<file path="src/rtl/systolic_pkg.sv">
// Shared types and helpers for the systolic array sequencer.
package systolic_pkg;

    typedef enum logic [2:0] {IDLE, CLR, FEED, DRAIN, FIN} state_t;

    // Number of unstalled FEED cycles until the last PE finishes its final MAC.
    function automatic int unsigned feed_len(input int unsigned k, input int unsigned dim);
        return k + 2 * dim - 2;
    endfunction

endpackage

</file>
<file path="src/rtl/systolic_skew_gen.sv">
// Skewed feed enables: row/column i is live for k_q steps starting at step i.
module systolic_skew_gen #(
    parameter int DIM = 8,
    parameter int CW  = 13
) (
    input  logic [CW-1:0]  cnt,
    input  logic [CW-1:0]  k_q,
    input  logic           active,
    output logic [DIM-1:0] feed_en
);

    always_comb begin
        feed_en = '0;
        for (int i = 0; i < DIM; i++) begin
            feed_en[i] = active && (cnt >= CW'(i)) && (cnt < CW'(i) + k_q);
        end
    end

endmodule

</file>
<file path="src/rtl/systolic_seq.sv">
// Job sequencer for a DIM x DIM output-stationary systolic MAC array.
//  state | meaning
//  IDLE  | waiting for start with nonzero k_len
//  CLR   | one-cycle accumulator clear
//  FEED  | skewed operand feed, cnt advances on op_valid
//  DRAIN | unload result rows over valid/ready
//  FIN   | one-cycle done pulse
module systolic_seq #(
    parameter int DIM = 8,
    parameter int KW  = 8
) (
    input  logic                   clk,
    input  logic                   rst,
    input  logic                   start,
    input  logic [KW-1:0]          k_len,
    input  logic                   op_valid,
    input  logic                   abort,
    output logic                   busy,
    output logic                   acc_clr,
    output logic [DIM-1:0]         feed_en,
    output logic                   res_valid,
    output logic [$clog2(DIM)-1:0] res_row,
    input  logic                   res_ready,
    output logic                   done
);
    import systolic_pkg::*;

    localparam int CW = KW + $clog2(2 * DIM) + 1;
    localparam int RW = $clog2(DIM);

    state_t          state;
    logic [CW-1:0]   cnt;
    logic [KW-1:0]   k_q;
    logic [CW-1:0]   last_cnt;

    assign last_cnt = CW'(feed_len(32'(k_q), DIM) - 1);

    systolic_skew_gen #(
        .DIM (DIM),
        .CW  (CW)
    ) u_skew (
        .cnt     (cnt),
        .k_q     (CW'(k_q)),
        .active  ((state == FEED) && op_valid),
        .feed_en (feed_en)
    );

    always_ff @(posedge clk or posedge rst) begin
        if (rst) begin
            state     <= IDLE;
            cnt       <= '0;
            k_q       <= '0;
            busy      <= 1'b0;
            acc_clr   <= 1'b0;
            res_valid <= 1'b0;
            res_row   <= '0;
            done      <= 1'b0;
        end else if (abort) begin
            state     <= IDLE;
            cnt       <= '0;
            busy      <= 1'b0;
            acc_clr   <= 1'b0;
            res_valid <= 1'b0;
            res_row   <= '0;
            done      <= 1'b0;
        end else begin
            acc_clr <= 1'b0;
            done    <= 1'b0;
            case (state)
                IDLE: begin
                    if (start && (k_len != '0)) begin
                        k_q     <= k_len;
                        state   <= CLR;
                        busy    <= 1'b1;
                        acc_clr <= 1'b1;
                    end
                end
                CLR: begin
                    cnt   <= '0;
                    state <= FEED;
                end
                FEED: begin
                    if (op_valid) begin
                        cnt <= cnt + CW'(1);
                        if (cnt == last_cnt) begin
                            state     <= DRAIN;
                            res_valid <= 1'b1;
                            res_row   <= '0;
                        end
                    end
                end
                DRAIN: begin
                    if (res_ready) begin
                        if (res_row == RW'(DIM - 1)) begin
                            state     <= FIN;
                            res_valid <= 1'b0;
                            res_row   <= '0;
                            busy      <= 1'b0;
                            done      <= 1'b1;
                        end else begin
                            res_row <= res_row + RW'(1);
                        end
                    end
                end
                FIN: begin
                    state <= IDLE;
                end
                default: begin
                    state <= IDLE;
                end
            endcase
        end
    end

endmodule

</file>
<file path="config.mk">
export PLATFORM = sky130hd
export DESIGN_NAME = systolic_seq
export DESIGN_NICKNAME = d
export VERILOG_FILES = /design/src/rtl/systolic_pkg.sv /design/src/rtl/systolic_skew_gen.sv /design/src/rtl/systolic_seq.sv
export SDC_FILE = /design/constraint.sdc
export NUM_CORES = 1
export LEC_CHECK = 0
export CAP_MARGIN = 0
export CORE_AREA = 3 3 91 93
export DETAILED_ROUTE_END_ITERATION = 10
export DIE_AREA = 0 0 94 96
export PLACE_DENSITY_LB_ADDON = 0.2
export SYNTH_ARGS = -nofsm -noshare
export SYNTH_HDL_FRONTEND = slang
export SYNTH_SLANG_ARGS = --single-unit
</file>
<file path="constraint.sdc">
create_clock -name clk -period 4.3 [get_ports clk]
set_clock_uncertainty 0.15 [all_clocks]
set_input_delay 0.86 -clock clk [delete_from_list [all_inputs] [get_ports clk]]
set_output_delay 0.86 -clock clk [all_outputs]
set_load 0.02 [all_outputs]
</file>
==> key figures, run 1 <==
Status
  – Outcome: complete, no violations

Timing
  – RSZ-0062 raised after global routing: no
  – Fmax: 0.245 GHz
  – Final Cycle Share: 94.8%
  – Tmin final: 4.08 ns
  – Final Setup Violations: 0
  – Slew Viols, Final: 0
  – Hold Vio Cnt, Final: 0
  – Measured slew at the worst slew-check pin: 0.839 ns
  – Setup TNS: 0 ns
  – Max-slew headroom: 43.9%

Worst setup path
  – Worst r2r dst: state[0]
  – Reg2reg path depth: 10
  – Slowest-stage cell, CP: dfrtp_1
  – Largest delay share family, worst path: compound AO/OA/AOI/OAI gates
  – Crit end category: output pin
  – Crit path largest cell delay: 0.36 ns
  – CP endpoint: feed_en[1]
  – Crit path max fanout: 4
  – Worst R2R Setup Slack: 1.41 ns
  – CP Launch Point: k_q[1]
  – CP cell instances: inv_1 > buf_4 > ha_2 > inv_1 > ha_1 > a21o_1 > a21o_1 > a21o_1 > a21o_1 > a21o_1 > a21o_1 > a31oi_1 > dlygate4sd2_1
  – CP bufs+invs: 4
  – Worst Setup Start Kind: flip-flop
  – Most used cell, CP: a21o_1
  – Instance count on the critical path: 13
  – Worst endpoint required time: 3.29 ns
  – Worst EP arrival: 3.07 ns
  – CP Class: reg2out
  – Reg2reg start: k_q[3]

Global routing
  – Gr ovfl total: 0
  – GRT Overall Usage: 24.4%
  – Antenna violations before repair: 0
  – First-pass GRT wire length: 17500 um
  – Vias in the first global route: 3591
  – Largest net degree at the start of global routing: 32

Final layout
  – Commonest non-fill, non-tap cell in the layout: ha_1
  – Share of layout cells above drive strength 1: 9.98%
  – # fillers: 692
  – Syn-to-layout area delta: 14.4%
  – Nets@finish: 612
  – Commonest cells after routing, fill and taps aside: 75 x ha_1, 49 x xnor2_1, 40 x nor2_1, 35 x nand2_1, 31 x dfrtp_1
  – Inserted Diodes: 0

Place
  – DP Wirelength: 8210 um
  – Final GP Congestion: 0.908
  – IO Port Bufs: 28

CTS
  – Worst-Skew Late Latency: 0.28 ns
  – Clock tree buffer depth: 2
  – CTS clk-pin slew, worst paths: 0.06 ns
  – Clk sink count: 31
  – H-Tree Depth: 2
  – CTS buffer count: 5
  – Clk root buf: clkbuf_8
  – CTS tree: built
  – # hold bufs at CTS: 0

Synthesis
  – Sequential area share after synthesis: 19.0%
  – Number of flops mapped to enable cells by yosys: 0
  – Distinct cells, synth: 63
  – Most used DFF post-synth: dfrtp_1
  – Ys async rst share: 100%
  – Cell taking the most area after synthesis: ha_1
  – FF+latch count, synth: 31
  – Synthesized area: 4080 um2
  – Top cells by area, synth: ha_1 24%, dfrtp_1 19%, xnor2_1 11%
  – Syn Nets: 574
  – Synth top area share: 23.9%
  – Cells after Synth: 482
  – Syn. warnings: 0
  – Mean Syn Cell Area: 8.47 um2

Routing
  – Residual DRC: 0
  – Drt first-iter violations: 199
  – Met1 Wirelength: 4890 um
  – Routed Antenna Nets: 0
  – Vias: 3577
  – WL final: 10300 um
  – Routed wl met3: 481 um
  – Drt pass-1 iters: 4
  – Max Used Layer: met4
  – Drt wl/cell: 16.6 um
  – Via/cell ratio: 5.74
  – Met2 wire length: 4840 um

Power
  – Pleak: 2.34 nW
  – Power, Total: 1.34 mW
  – Switching Share: 42.5%
  – VDD IR-drop max: 0.170 mV
  – Psw: 0.571 mW
  – Pint: 0.772 mW
  – Clock power frac: 16.4%
  – Combinational power share: 58.5%
  – Power density over cell area: 288 nW/um2
  – Seq pwr share: 25.2%

Floorplan
  – Chip width: 94 um
  – DIE AREA: 9020 um2
  – Area of the core: 7610 um2
  – Row Count: 32
  – Io pins: 29
  – Die Ht: 96 um
  – Starting Density: 53.7%

Flow run
  – Max Cap Violations: 0

Worst hold path
  – Hold WC Path Type: reg2reg
==> kinds of logic after synthesis <==
family | synth area share, %
simple gates | 17.9
flops | 19.0
mux | 0.858
xor+xnor | 13.5
compound gates | 20.1
fa+ha+maj | 23.9
buf+inv | 4.81
==> power by group through the flow <==
stage               registers (mW)  logic [mW]  clock network (mW)
global placement             0.342       0.750                   0
finish                       0.338       0.785               0.220
CTS                          0.338       0.782               0.228
floorplan                    0.349       0.569                   0
global route                 0.341       0.878               0.240
detailed placement           0.343       0.772                   0
==> worst min-delay path: cells and delay by family, from the launching register on <==
kind / cells / cell delay [ns]
DFF: 1 / 0.35
and+or+nand+nor: 2 / 0.14
==> registers in the layout, indices dropped and copies added, names as in the netlist <==
register / cells
busy: 1
res_row: 3
res_valid: 1
done: 1
acc_clr: 1
k_q: 8
state: 3
cnt: 13
==> how the worst min path moves through the flow <==
stage                             to  cells past startpoint       start  slack (ns)
after CTS                       busy                      2        busy        0.38
after floorplan              cnt[12]                      2     cnt[12]        0.37
after global placement          busy                      2        busy        0.36
after global routing      res_row[0]                      1  res_row[0]        0.42
final                           busy                      2        busy        0.37
after detailed placement        busy                      2        busy        0.36
==> synth_stat cells (4+ instances only) <==
| library cell | count |
|---|---|
| ha_1 | 78 |
| xnor2_1 | 49 |
| nor2_1 | 40 |
| nand2_1 | 35 |
| dfrtp_1 | 31 |
| a21o_1 | 28 |
| inv_1 | 23 |
| nand3_1 | 22 |
| a21oi_1 | 21 |
| o21ai_0 | 21 |
| clkbuf_1 | 10 |
| xor2_1 | 10 |
| o21a_1 | 9 |
| nand2b_1 | 8 |
| nor3_1 | 8 |
| a31oi_1 | 7 |
| buf_2 | 7 |
| a2111oi_0 | 5 |
| nor2b_1 | 5 |
| o21bai_1 | 4 |
| or3_1 | 4 |
==> per-layer routing <==
metal,global-route usage (%),vias up
met5,0,-
met4,4.93,0
met3,4.07,10
met2,41.3,72
met1,32.7,1716
li1,-,1779
==> through the flow <==
step,hold WS (ns),cells,setup WS [ns],area (um2),util [%]
detailed placement,0.361,615,0.134,4560,60.0
global placement,0.356,615,0.223,4560,60.0
floorplan,0.369,482,0.208,4080,-
global route,0.416,623,0.00925,4670,61.4
finish,0.372,623,0.222,4670,61.4
CTS,0.376,623,0.00602,4650,61.2
==> cell type report <==
| class | count | area, um2 | share of cell area [%] |
|---|---|---|---|
| flip-flops and latches | 31 | 776 | 16.6 |
| multi-input cells | 405 | 3130 | 67.0 |
| inverters | 26 | 97.6 | 2.09 |
| clock buffers | 7 | 76.3 | 1.63 |
| clock inverters | 1 | 5.00 | 0.107 |
| well taps | 102 | 128 | 2.73 |
| repair buffers | 51 | 460 | 9.86 |
==> what timing repair did <==
item,in CTS,in global routing
cloned,0,0
gates resized for setup,8,8
setup buffers,0,0
setup endpoints to repair,4,5
No activity file was read; power rests on OpenSTA's default activity.
==> run 2, diff against run 1 <==
--- a/config.mk
+++ b/config.mk
@@ -6,9 +6,9 @@
 export NUM_CORES = 1
 export LEC_CHECK = 0
 export CAP_MARGIN = 0
-export CORE_AREA = 3 3 91 93
+export CORE_AREA = 2 2 90 92
 export DETAILED_ROUTE_END_ITERATION = 10
-export DIE_AREA = 0 0 94 96
+export DIE_AREA = 0 0 92 94
 export PLACE_DENSITY_LB_ADDON = 0.2
 export SYNTH_ARGS = -nofsm -noshare
 export SYNTH_HDL_FRONTEND = slang
==> constraint.sdc (replaced) <==
create_clock -name clk -period 4.35 [get_ports clk]
set_clock_uncertainty 0.15 [all_clocks]
set_input_delay 0.87 -clock clk [delete_from_list [all_inputs] [get_ports clk]]
set_output_delay 0.87 -clock clk [all_outputs]
set_load 0.02 [all_outputs]
==> key figures, run 2 (same netlist as run 1, synthesis figures left out) <==
CTS
  – Worst-Skew Late Latency: 0.30 ns
  – Clk sink count: 31
  – Clk root buf: clkbuf_8
  – H-Tree Depth: 2
  – Post-CTS Setup Inserts: 0
  – # hold bufs at CTS: 0
  – CTS buffer count: 5
  – CTS clk-pin slew, worst paths: 0.08 ns
  – CTS tree: built
  – Clock tree buffer depth: 2

Routing
  – Drt pass-1 iters: 4
  – Vias: 3518
  – WL final: 10400 um
  – Via/cell ratio: 5.65
  – Drt first-iter violations: 156
  – Drt wl/cell: 16.7 um
  – Routed Antenna Nets: 0
  – Residual DRC: 0

Floorplan
  – Io pins: 29
  – Area of the core: 7610 um2
  – Chip width: 92 um
  – DIE AREA: 8650 um2
  – Starting Density: 53.7%
  – Row Count: 32
  – Die Ht: 94 um

Final layout
  – Fin util: 61.9%
  – Most flops, register: cnt
  – Register area: 778 um2
  – Non-Filler Instances: 623
  – Nets@finish: 612
  – Commonest non-fill, non-tap cell in the layout: ha_1
  – Inserted Diodes: 0
  – Multi-input gate area: 3120 um2
  – Max FFs per register: 13
  – Share of layout cells above drive strength 1: 10.4%
  – # fillers: 681
  – Top Registers: cnt x13, k_q x8
  – Syn-to-layout area delta: 15.3%
  – Commonest cells after routing, fill and taps aside: 77 x ha_1, 49 x xnor2_1, 40 x nor2_1, 35 x nand2_1, 29 x dfrtp_1

Timing
  – Max-slew headroom: 45.3%
  – Measured slew at the worst slew-check pin: 0.819 ns
  – Slew Viols, Final: 0
  – Final Setup Violations: 0
  – Setup TNS: 0 ns
  – Final Worst Setup Slack: 0.217 ns
  – Tmin final: 4.13 ns
  – Fmax: 0.242 GHz
  – Hold Vio Cnt, Final: 0
  – Final Cycle Share: 95.0%
  – RSZ-0062 raised after global routing: no

Worst setup path
  – Worst Setup Start Kind: flip-flop
  – Most used cell, CP: a21o_1
  – Crit path max fanout: 5
  – Slowest-stage cell, CP: clkdlybuf4s50_1
  – Worst endpoint required time: 3.33 ns
  – Reg2reg path depth: 10
  – Crit end category: output pin
  – CP bufs+invs: 3
  – CP cell instances: clkinv_1 > ha_1 > inv_1 > ha_1 > a21o_1 > a21o_1 > a21o_1 > a21oi_1 > o21a_1 > clkdlybuf4s50_1
  – CP Class: reg2out
  – Worst EP arrival: 3.11 ns
  – Largest delay share family, worst path: buffers and inverters
  – Crit path largest cell delay: 0.61 ns
  – Reg2reg start: k_q[3]
  – Worst r2r dst: state[0]
  – Worst R2R Setup Slack: 1.28 ns
  – Instance count on the critical path: 10

Global routing
  – GRT Overall Usage: 25.7%
  – Largest net degree at the start of global routing: 24
  – Antenna violations before repair: 0
  – First-pass GRT wire length: 17700 um
  – Gr ovfl total: 0
  – Vias in the first global route: 3549

Flow run
  – Max Cap Violations: 0

Power
  – Pleak: 2.39 nW
  – Power, Total: 1.40 mW
  – VDD IR-drop max: 0.174 mV
  – Psw: 0.581 mW
  – Clock power frac: 21.4%
  – Seq pwr share: 24.8%
  – Power density over cell area: 298 nW/um2
  – Combinational power share: 53.8%
  – Pint: 0.820 mW
  – Switching Share: 41.5%

Place
  – Setup slack at placement: 0.255 ns
  – DP Wirelength: 8180 um
  – Placed Instances: 615
  – Final GP Congestion: 0.908
  – IO Port Bufs: 28

Worst hold path
  – Hold EP: res_row[0]
  – Hold WC Path Type: reg2reg
  – Worst min-delay path startpoint: res_row[0]
  – Hold Path Stages: 1

Status
  – Outcome: complete, no violations
==> run 2: how the worst max path moves through the flow <==
stage | from | to
after floorplan | k_q[1] | feed_en[0]
after global placement | k_q[0] | feed_en[1]
after detailed placement | k_q[0] | feed_en[1]
after CTS | k_q[1] | feed_en[5]
after global routing | k_q[1] | feed_en[1]
final | k_q[3] | feed_en[4]
==> run 2: layout make-up <==
class / count / share of cell area [%]
tap: 102 / 2.71
clock inverter: 3 / 0.931
multi-input combinational: 405 / 66.4
timing repair buffer: 51 / 9.92
clock buffer: 5 / 1.46
inverter: 26 / 2.07
sequential: 31 / 16.5
==> run 2: metrics by stage <==
step / area, um2 / hold slack, ns
2_1_floorplan: 4080 / 0.369
3_3_place_gp: 4560 / 0.352
3_5_place_dp: 4560 / 0.362
4_1_cts: 4680 / 0.373
5_1_grt: 4710 / 0.390
6_report: 4710 / 0.369
==> run 2: metal layers <==
metal | global-route usage, % | routed length [um] | up-vias
met5 | 0 | 0 | -
met4 | 4.98 | 84 | 0
met1 | 34.5 | 5000 | 1649
met2 | 44.1 | 4860 | 71
li1 | - | - | 1788
met3 | 3.85 | 434 | 10
==> run 2: worst reg2reg max path, stage by stage, from the launching register on <==
cell	delay (ns)
dfrtp_1	0.47
clkinv_1	0.23
ha_1	0.29
a21boi_4	0.28
nand2_1	0.13
o32a_1	0.31
nor2_1	0.18
and3_1	0.18
o22ai_1	0.11
or4_1	0.49
a31oi_1	0.17
==> run 2: power groups by stage <==
| stage | clock network [mW] | registers, mW | logic (mW) |
|---|---|---|---|
| after floorplan | 0 | 0.345 | 0.562 |
| after global placement | 0 | 0.349 | 0.719 |
| after detailed placement | 0 | 0.351 | 0.741 |
| after CTS | 0.302 | 0.346 | 0.748 |
| after global routing | 0.314 | 0.351 | 0.844 |
| final | 0.300 | 0.348 | 0.754 |
==> run 2: what timing repair did <==
action                     in CTS  in global routing
setup endpoints to repair       4                  7
gates cloned                    0                  0
gates resized for setup         4                 10
==> run 3, diff against run 2 <==
--- a/config.mk
+++ b/config.mk
@@ -10,6 +10,7 @@
 export DETAILED_ROUTE_END_ITERATION = 10
 export DIE_AREA = 0 0 92 94
 export PLACE_DENSITY_LB_ADDON = 0.2
+export RECOVER_POWER = 25
 export SYNTH_ARGS = -nofsm -noshare
 export SYNTH_HDL_FRONTEND = slang
 export SYNTH_SLANG_ARGS = --single-unit
==> constraint.sdc (replaced) <==
create_clock -name clk -period 4.35 [get_ports clk]
set_clock_uncertainty 0.15 [all_clocks]
set_input_delay 0.87 -clock clk [delete_from_list [all_inputs] [get_ports clk]]
set_output_delay 0.87 -clock clk [all_outputs]
set_load 0.01 [all_outputs]
==> key figures, run 3 (same netlist as run 1, synthesis figures left out) <==
Final layout
  – # fillers: 686
  – Most flops, register: cnt
  – Nets@finish: 610
  – Max FFs per register: 13
  – Inserted Diodes: 0
  – Share of layout cells above drive strength 1: 10.8%
  – Syn-to-layout area delta: 15.2%
  – Commonest cells after routing, fill and taps aside: 75 x ha_1, 49 x xnor2_1, 40 x nor2_1, 35 x nand2_1, 29 x dfrtp_1
  – Post-route cell area: 4700 um2
  – Top Registers: cnt x13, k_q x8
  – Fin util: 61.8%
  – Commonest non-fill, non-tap cell in the layout: ha_1

Routing
  – Vias: 3595
  – Drt first-iter violations: 174
  – Routed Antenna Nets: 0
  – Drt wl/cell: 17.0 um
  – Via/cell ratio: 5.79
  – Residual DRC: 0
  – WL final: 10600 um
  – Drt pass-1 iters: 5

Global routing
  – GRT Overall Usage: 25.5%
  – First-pass GRT wire length: 17500 um
  – Antenna violations before repair: 0
  – Largest net degree at the start of global routing: 28
  – Vias in the first global route: 3564
  – Gr ovfl total: 0

CTS
  – CTS clk-pin slew, worst paths: 0.07 ns
  – CTS buffer count: 5
  – Clk root buf: clkbuf_8
  – CTS tree: built
  – Clk sink count: 31
  – Clock tree buffer depth: 2
  – H-Tree Depth: 2
  – Worst-Skew Late Latency: 0.29 ns

Timing
  – Fmax: 0.238 GHz
  – RSZ-0062 raised after global routing: yes
  – Tmin final: 4.20 ns
  – Hold Vio Cnt, Final: 0
  – Final Setup Violations: 0
  – Measured slew at the worst slew-check pin: 1.08 ns
  – Final Cycle Share: 96.6%
  – Slew Viols, Final: 0
  – Max-slew headroom: 27.9%
  – Setup TNS: 0 ns

Power
  – Pleak: 2.30 nW
  – Power density over cell area: 300 nW/um2
  – Power, Total: 1.41 mW
  – VDD IR-drop max: 0.260 mV

Floorplan
  – DIE AREA: 8650 um2
  – Starting Density: 53.7%
  – Die Ht: 94 um
  – Io pins: 29
  – Row Count: 32
  – Chip width: 92 um
  – Area of the core: 7610 um2

Worst setup path
  – Crit end category: output pin
  – Worst R2R Setup Slack: 1.40 ns
  – Crit path max fanout: 4
  – CP bufs+invs: 2
  – Worst Setup Start Kind: flip-flop
  – Worst endpoint required time: 3.33 ns
  – Slowest-stage cell, CP: clkdlybuf4s50_1
  – CP Class: reg2out
  – Most used cell, CP: a21o_1
  – Crit path largest cell delay: 0.53 ns
  – Worst EP arrival: 3.18 ns
  – CP cell instances: inv_1 > ha_1 > ha_1 > a21o_1 > a21o_1 > a21o_1 > a21o_1 > a21o_1 > a21oi_1 > o21a_1 > clkdlybuf4s50_1
  – Largest delay share family, worst path: compound AO/OA/AOI/OAI gates

Status
  – Outcome: complete, no violations

Place
  – Final GP Congestion: 0.891
  – IO Port Bufs: 28
  – DP Wirelength: 8280 um
  – Area of placed instances: 4530 um2

Worst hold path
  – Hold WC Path Type: reg2reg

Flow run
  – Max Cap Violations: 0
-- run 3: changes by cell type in the layout (fill, tap and decap cells not counted), moves of 2 or more --
cell and delta:
dlymetal6s2s_1 -4, clkdlybuf4s50_1 +3, a2111oi_1 +2, a21oi_1 -2, a21oi_2 +2, buf_4 -2, dlygate4sd3_1 +2, ha_1 -2
-- run 3: what timing repair did --
item / CTS / global route
hold buffers: 0 / 0
resized for setup: 2 / 15
endpoints found under the setup margin: 4 / 7
setup buffers: 3 / 0
-- run 3: routing by layer --
layer | vias up | wire length [um] | global-route usage [%] | share of wire (%)
li1 | 1773 | - | - | -
met1 | 1718 | 4970 | 35.4 | 47
met2 | 92 | 4960 | 42.6 | 47
met3 | 12 | 508 | 3.45 | 4.8
met4 | 0 | 114 | 5.10 | 1.1
met5 | - | 0 | 0 | 0
-- run 3: power breakdown --
part / internal, mW / switching, mW
combinational: 0.344 / 0.432
clock: 0.171 / 0.119
sequential: 0.311 / 0.0352
total: 0.825 / 0.586
-- run 3: worst paths after layout --
check	startpoint	to	depth (start not counted)
hold / removal	res_row[0]	res_row[0]	1
min in group asynchronous	rst	cnt[4]	2
setup reg to reg	k_q[3]	state[0]	10
setup / recovery	k_q[0]	feed_en[7]	11
hold reg to reg	res_row[0]	res_row[0]	1
max in group asynchronous	rst	k_q[6]	2
-- run 3: layout make-up --
type                            instances  area (um2)  area share, %
Tap cell                              102         128           2.71
Multi-Input combinational cell        405        3140           66.8
Clock inverter                          3        43.8          0.931
Clock buffer                            5        68.8           1.46
Sequential cell                        31         778           16.5
Timing Repair Buffer                   49         443           9.42
Inverter                               26         100           2.13
-- run 3: metrics by stage --
stage	hold WS, ns	cells	worst slack, ns
floorplan	0.369	482	0.696
global placement	0.351	610	0.252
detailed placement	0.367	610	0.181
CTS	0.378	621	0.0383
global route	0.407	621	-0.0183
finish	0.373	621	0.149
